**config.mk**
```make
export PLATFORM = sky130hd
export DESIGN_NAME = uart_rx_frame_flat
export DESIGN_NICKNAME = d
export VERILOG_FILES = /design/src/rtl/uart_rx_frame_pkg.sv /design/src/rtl/uart_rx_frame_if.sv /design/src/rtl/uart_rx_frame_sync2.sv /design/src/rtl/uart_rx_frame.sv /design/src/flat_wrapper.sv
export SDC_FILE = /design/constraint.sdc
export NUM_CORES = 1
export LEC_CHECK = 0
export ABC_AREA = 1
export CAP_MARGIN = 20
export CORE_AREA = 2 2 91 93
export CTS_CLUSTER_DIAMETER = 150
export DETAILED_ROUTE_END_ITERATION = 10
export DIE_AREA = 0 0 93 95
export HOLD_SLACK_MARGIN = 0.03
export SLEW_MARGIN = 15
export SYNTH_ARGS = -nofsm -noshare
export SYNTH_HDL_FRONTEND = slang
export SYNTH_SLANG_ARGS = --single-unit
```
**constraint.sdc**
```tcl
create_clock -name clk -period 1.8 [get_ports clk]
set_input_delay 0.36 -clock clk [delete_from_list [all_inputs] [get_ports clk]]
set_output_delay 0.36 -clock clk [all_outputs]
set_load 0.05 [all_outputs]
```
**src/rtl/uart_rx_frame_pkg.sv**
```systemverilog
// Shared definitions for the RS485 frame receiver and its transmitter peer:
// error codes, receiver FSM states and the common frame length.
package uart_rx_frame_pkg;

  localparam int DEF_FRAME_BYTES = 20;

  localparam logic [1:0] ERR_NONE  = 2'd0;
  localparam logic [1:0] ERR_FRAME = 2'd1;
  localparam logic [1:0] ERR_GAP   = 2'd2;

  typedef enum logic [2:0] {
    ST_IDLE,
    ST_START,
    ST_DATA,
    ST_STOP,
    ST_BREAK
  } rx_state_e;

endpackage

```
**src/rtl/uart_rx_frame_if.sv**
```systemverilog
// Serial input and frame-buffer write port of the receiver.
interface uart_rx_frame_if #(
  parameter int AW = 5
);
  logic          rx;
  logic [7:0]    wr_data;
  logic [AW-1:0] wr_addr;
  logic          wr_en;
  logic          frame_done;
  logic          frame_err;
  logic [1:0]    err_code;
  logic          busy;

  modport master (
    input  rx,
    output wr_data, wr_addr, wr_en, frame_done, frame_err, err_code, busy
  );

  modport slave (
    output rx,
    input  wr_data, wr_addr, wr_en, frame_done, frame_err, err_code, busy
  );
endinterface

```
**src/rtl/uart_rx_frame_sync2.sv**
```systemverilog
// Two-flop synchronizer with a selectable reset value, so an idle-high line
// does not look like a start bit coming out of reset.
module sync2 #(
  parameter logic RST_VAL = 1'b1
) (
  input  logic clk,
  input  logic reset,
  input  logic d_i,
  output logic q_o
);
  logic [1:0] ff_q;

  always_ff @(posedge clk) begin
    if (!reset) ff_q <= {2{RST_VAL}};
    else        ff_q <= {ff_q[0], d_i};
  end

  assign q_o = ff_q[1];
endmodule

```
**src/rtl/uart_rx_frame.sv**
```systemverilog
// Oversampling 8N1 receiver that writes bytes into a frame buffer, flags
// frame completion and aborts on a low stop bit or an over-long gap.
module uart_rx_frame
  import uart_rx_frame_pkg::*;
#(
  parameter int OVS         = 4,
  parameter int FRAME_BYTES = DEF_FRAME_BYTES,
  parameter int GAP_BITS    = 30
) (
  input  logic            clk,
  input  logic            reset,
  uart_rx_frame_if.master bus
);
  localparam int CW      = $clog2(OVS);
  localparam int GAP_LIM = GAP_BITS * OVS;
  localparam int GW      = $clog2(GAP_LIM + 1);
  localparam int AW      = $clog2(FRAME_BYTES);

  localparam logic [CW-1:0] CNT_HALF = CW'(OVS / 2 - 1);
  localparam logic [CW-1:0] CNT_FULL = CW'(OVS - 1);
  localparam logic [GW-1:0] GAP_END  = GW'(GAP_LIM - 1);
  localparam logic [AW-1:0] IDX_LAST = AW'(FRAME_BYTES - 1);

  logic rx_s;

  sync2 #(.RST_VAL(1'b1)) u_sync (
    .clk   (clk),
    .reset (reset),
    .d_i   (bus.rx),
    .q_o   (rx_s)
  );

  rx_state_e     state_q;
  logic [CW-1:0] cnt_q;
  logic [2:0]    bit_q;
  logic [7:0]    shift_q;
  logic [AW-1:0] idx_q;
  logic [GW-1:0] gap_q;
  logic [7:0]    wr_data_q;
  logic [AW-1:0] wr_addr_q;
  logic          wr_en_q, done_q, err_q, busy_q;
  logic [1:0]    code_q;

  always_ff @(posedge clk) begin
    if (!reset) begin
      state_q   <= ST_IDLE;
      cnt_q     <= '0;
      bit_q     <= '0;
      shift_q   <= '0;
      idx_q     <= '0;
      gap_q     <= '0;
      wr_data_q <= '0;
      wr_addr_q <= '0;
      wr_en_q   <= 1'b0;
      done_q    <= 1'b0;
      err_q     <= 1'b0;
      busy_q    <= 1'b0;
      code_q    <= ERR_NONE;
    end else begin
      wr_en_q <= 1'b0;
      done_q  <= 1'b0;
      err_q   <= 1'b0;
      unique case (state_q)
        ST_IDLE: begin
          // Gap timer only matters inside a partially received frame.
          if (idx_q != '0) begin
            if (gap_q == GAP_END) begin
              err_q  <= 1'b1;
              code_q <= ERR_GAP;
              idx_q  <= '0;
              gap_q  <= '0;
            end else begin
              gap_q <= gap_q + GW'(1);
            end
          end
          if (!rx_s) begin
            state_q <= ST_START;
            cnt_q   <= '0;
            gap_q   <= '0;
            busy_q  <= 1'b1;
          end
        end
        ST_START: begin
          if (cnt_q == CNT_HALF) begin
            cnt_q <= '0;
            bit_q <= '0;
            if (rx_s) begin
              state_q <= ST_IDLE;
              busy_q  <= 1'b0;
            end else begin
              state_q <= ST_DATA;
            end
          end else begin
            cnt_q <= cnt_q + CW'(1);
          end
        end
        ST_DATA: begin
          if (cnt_q == CNT_FULL) begin
            cnt_q          <= '0;
            shift_q[bit_q] <= rx_s;
            bit_q          <= bit_q + 3'd1;
            if (bit_q == 3'd7) state_q <= ST_STOP;
          end else begin
            cnt_q <= cnt_q + CW'(1);
          end
        end
        ST_STOP: begin
          if (cnt_q == CNT_FULL) begin
            cnt_q  <= '0;
            busy_q <= 1'b0;
            if (rx_s) begin
              state_q   <= ST_IDLE;
              wr_en_q   <= 1'b1;
              wr_data_q <= shift_q;
              wr_addr_q <= idx_q;
              if (idx_q == IDX_LAST) begin
                done_q <= 1'b1;
                idx_q  <= '0;
              end else begin
                idx_q <= idx_q + AW'(1);
              end
            end else begin
              state_q <= ST_BREAK;
              err_q   <= 1'b1;
              code_q  <= ERR_FRAME;
              idx_q   <= '0;
            end
          end else begin
            cnt_q <= cnt_q + CW'(1);
          end
        end
        ST_BREAK: begin
          if (rx_s) state_q <= ST_IDLE;
        end
        default: state_q <= ST_IDLE;
      endcase
    end
  end

  assign bus.wr_data    = wr_data_q;
  assign bus.wr_addr    = wr_addr_q;
  assign bus.wr_en      = wr_en_q;
  assign bus.frame_done = done_q;
  assign bus.frame_err  = err_q;
  assign bus.err_code   = code_q;
  assign bus.busy       = busy_q;
endmodule

```
**src/flat_wrapper.sv**
```systemverilog
// flat-port wrapper written by rule: the top's interface ports become plain ports
module uart_rx_frame_flat import uart_rx_frame_pkg::*;
#(
  parameter int OVS         = 4,
  parameter int FRAME_BYTES = DEF_FRAME_BYTES,
  parameter int GAP_BITS    = 30
)
  (clk, reset, bus_rx, bus_wr_data, bus_wr_addr, bus_wr_en, bus_frame_done, bus_frame_err, bus_err_code, bus_busy);
  uart_rx_frame_if bus_i ();
  input  logic clk;
  input  logic reset;
  input wire logic [$bits(bus_i.rx)-1:0] bus_rx;
  output wire logic [$bits(bus_i.wr_data)-1:0] bus_wr_data;
  output wire logic [$bits(bus_i.wr_addr)-1:0] bus_wr_addr;
  output wire logic [$bits(bus_i.wr_en)-1:0] bus_wr_en;
  output wire logic [$bits(bus_i.frame_done)-1:0] bus_frame_done;
  output wire logic [$bits(bus_i.frame_err)-1:0] bus_frame_err;
  output wire logic [$bits(bus_i.err_code)-1:0] bus_err_code;
  output wire logic [$bits(bus_i.busy)-1:0] bus_busy;
  assign bus_i.rx = bus_rx;
  assign bus_wr_data = bus_i.wr_data;
  assign bus_wr_addr = bus_i.wr_addr;
  assign bus_wr_en = bus_i.wr_en;
  assign bus_frame_done = bus_i.frame_done;
  assign bus_frame_err = bus_i.frame_err;
  assign bus_err_code = bus_i.err_code;
  assign bus_busy = bus_i.busy;
  uart_rx_frame #(.OVS(OVS), .FRAME_BYTES(FRAME_BYTES), .GAP_BITS(GAP_BITS)) u_core (.clk(clk), .reset(reset), .bus(bus_i));
endmodule
```
==> results.md <==
* Status: finished clean
* Fin crit share at 0.864
* Initial core utilization at 0.287
* Pwr dens at 1030 nW/um^2
* DRC viols at 0
* CTS-repair resized insts at 0
* RSZ-0062 raised after global routing: no
* Max-slew violations at 0
* CP Capture Point: u_core.state_q[1]$_SDFFE_PN0P_
* Hpwl dp at 3470 um
* Multi-input gate area at 1100 um^2
* Post-synth design cell area at approximately 2300 um^2
* Worst relative slew slack at 0.762
* CTS tree: yes
* Post-Synthesis Cells at 312
* Critical Path Start: u_core.cnt_q[0]$_SDFFE_PN0P_
* Number of synthesized flops with an enable pin at 0
* Fillers at between 800 and 900
* Row cnt at 33
* First-pass GRT wire length at 8050 um
* Total grt overflow at 0
* Routability Congestion at 0.784
* Most frequent cells in the layout: nor2_1, nand2_1, dfxtp_1
* Largest net degree at the start of global routing at 32
* Startpoint Class: register
* Vias per cell at 4.38
* Routed Antenna Nets at 0
* Die Area at 8840 um^2
* Layout Nets at around 350
* Register area share after synthesis at 0.432
* Setup CP Type: register to register
* CTS Sinks at 49
* Clk pin slew, worst setup/hold paths at 0.09 ns
* Max incr delay on CP at 0.34 ns
* Min-Delay Path Class: register to register
* Vias in the first global route at ~1800
* DR iter-0 viols at 80
* Synth Warn # at 0
* Ant diodes at 0
* Htree depth at 2
* Post-CTS Setup Bufs at 0
* Most common cell after layout, fill and taps aside: nor2_1
* I/O Buffers at 21
* Die Ht at 95 um
* Root Buffer: clkbuf_8
* Final setup TNS at 0 ns
* Vias at 1939
* Syn nets at roughly 320
* Wire per inst at 10.6 um
* RR Endpoint: u_core.state_q[1]$_SDFFE_PN0P_
* Max-capacitance violation count at 0
* I/O pin count at 22
* Final WL at 4680 um
* Inserted Clock Buffers at 5
* Final Skew at about 0.0082 ns
* Max clock buf depth at 2
* Seq. cell area at 981 um^2
* Yosys reg bits at 49
* Peak Freq at between 600 and 700 MHz
* Final min period at roughly 1.6 ns
* Critical path endpoint category: register
* # hold bufs at CTS at 0
* GRT Overall Usage at 0.113
* Chip width at 93 um
* Ys async rst share at 0
* Area of the core at 7930 um^2
* R2R Path Start: u_core.cnt_q[0]$_SDFFE_PN0P_
* Worst Path Max Fanout at 7
* R2r worst-path depth at 7
* Synth unique cells at 31
* Worst-Skew Late Latency at 0.30 ns
* Peak supply drop at 0.317 mV
* Critical path's slowest cell: dfxtp_1
* Antenna violations before repair at 0
* Setup violators final at 0
* R2R setup slack at 0.25 ns
* Post-synthesis area per instance at 7.28 um^2
* Hold_sp: u_core.u_sync.ff_q[0]$_SDFF_PN1_
* P_leak at approximately 1.1 nW
* Worst EP required at 2.00 ns
* Pre-Repair DR Iteration Count at 6
* Final core utilization at 0.336
* Worst-margin pin slew at around 0.36 ns
* CP cell instances: ha_1 -> nor3_1 -> inv_1 -> nand2_1 -> nor2_2 -> o21ai_0 -> nor2_1
* Layout cells sized above 1 at 0.160
* Main flop type after synthesis: dfxtp_1
* Area growth syn-to-layout at 17.2%
* Worst EP arrival at about 1.8 ns
* Final Hold Violating Endpoints at 0
-- cell usage after synthesis, drive strengths merged, types with 2 or more instances --
cell type | n | area, um^2
inv | 34 | 130
ha | 8 | 100
nor2 | 66 | 270
a31oi | 3 | 33.8
nand2 | 58 | 230
o21ai | 29 | 145
buf | 5 | 42.5
nand4 | 2 | 12.5
or2 | 2 | 12.5
clkbuf | 3 | 11.3
nor3 | 2 | 10.0
and3 | 2 | 13.8
xor2 | 3 | 26.3
nand3 | 19 | 113
a21oi | 24 | 120
dfxtp | 49 | 981
-- per-stage QoR --
step | hold slack (ns) | cell area, um^2 | setup WS (ns) | power [mW] | std cells
2_1_floorplan | 0.393 | 2270 | 0.423 | 1.90 | 312
3_3_place_gp | 0.401 | 2560 | 0.275 | 2.05 | 435
3_5_place_dp | 0.400 | 2560 | 0.264 | 2.06 | 435
4_1_cts | 0.423 | 2660 | 0.241 | 2.77 | 443
5_1_grt | 0.451 | 2660 | 0.0920 | 2.95 | 443
6_report | 0.432 | 2660 | 0.245 | 2.74 | 443
-- cells by family (layout without fill, tap and decap cells) --
family                   count (synthesis)  in the layout  share of synthesized area
adder cells (fa/ha/maj)                  8              8                     0.0441
flip-flops                              49             49                      0.432
AO/OA/AOI/OAI                           57             57                      0.135
XOR/XNOR                                 3              3                     0.0116
AND/OR/NAND/NOR                        152            152                      0.295
buffers and inverters                   43             69                     0.0831
-- registers in the layout, summed over array words and instances, names as in the netlist --
register	count
u_core.bus.wr_addr	5
u_core.state_q	3
u_core.gap_q	7
u_core.bus.wr_data	8
u_core.bus.busy	1
u_core.shift_q	8
u_core.bit_q	3
u_core.bus.err_code	2
u_core.bus.frame_done	1
u_core.bus.wr_en	1
u_core.bus.frame_err	1
u_core.u_sync.ff_q	2
u_core.cnt_q	2
u_core.idx_q	5
-- worst max-delay path: cells and delay by family (launching register included) --
family	cells	cell delay, ns
flip-flops	1	0.34
adder cells (fa/ha/maj)	1	0.33
buffers and inverters	1	0.08
AO/OA/AOI/OAI	1	0.16
AND/OR/NAND/NOR	4	0.54
-- layer usage --
layer	wire length [um]	GRT usage	up-vias
met2	2210	0.193	23
li1	-	-	1050
met3	128	0.0295	4
met1	2300	0.141	862
met4	42	0.0319	0
met5	0	0	-
-- final cells by class --
cell class	count	share of cell area
Timing Repair Buffer	26	0.0798
Multi-Input combinational cell	220	0.414
Inverter	35	0.0507
Clock inverter	1	0.00188
Tap cell	105	0.0493
Clock buffer	7	0.0362
Sequential cell	49	0.368
-- worst min path at each step --
stage	end	slack [ns]	cells after the start
after CTS	u_core.u_sync.ff_q[1]$_SDFF_PN1_	0.42	1
after global routing	u_core.u_sync.ff_q[1]$_SDFF_PN1_	0.45	1
after floorplan	u_core.u_sync.ff_q[1]$_SDFF_PN1_	0.39	1
final	u_core.u_sync.ff_q[1]$_SDFF_PN1_	0.43	1
after global placement	u_core.u_sync.ff_q[1]$_SDFF_PN1_	0.40	1
after detailed placement	u_core.u_sync.ff_q[1]$_SDFF_PN1_	0.40	1
-- power by group --
part | internal, mW | switching, mW
clock network | 0.348 | 0.349
logic | 0.263 | 0.518
registers | 1.16 | 0.101
Note: power is estimated with default switching activity, not from simulation.
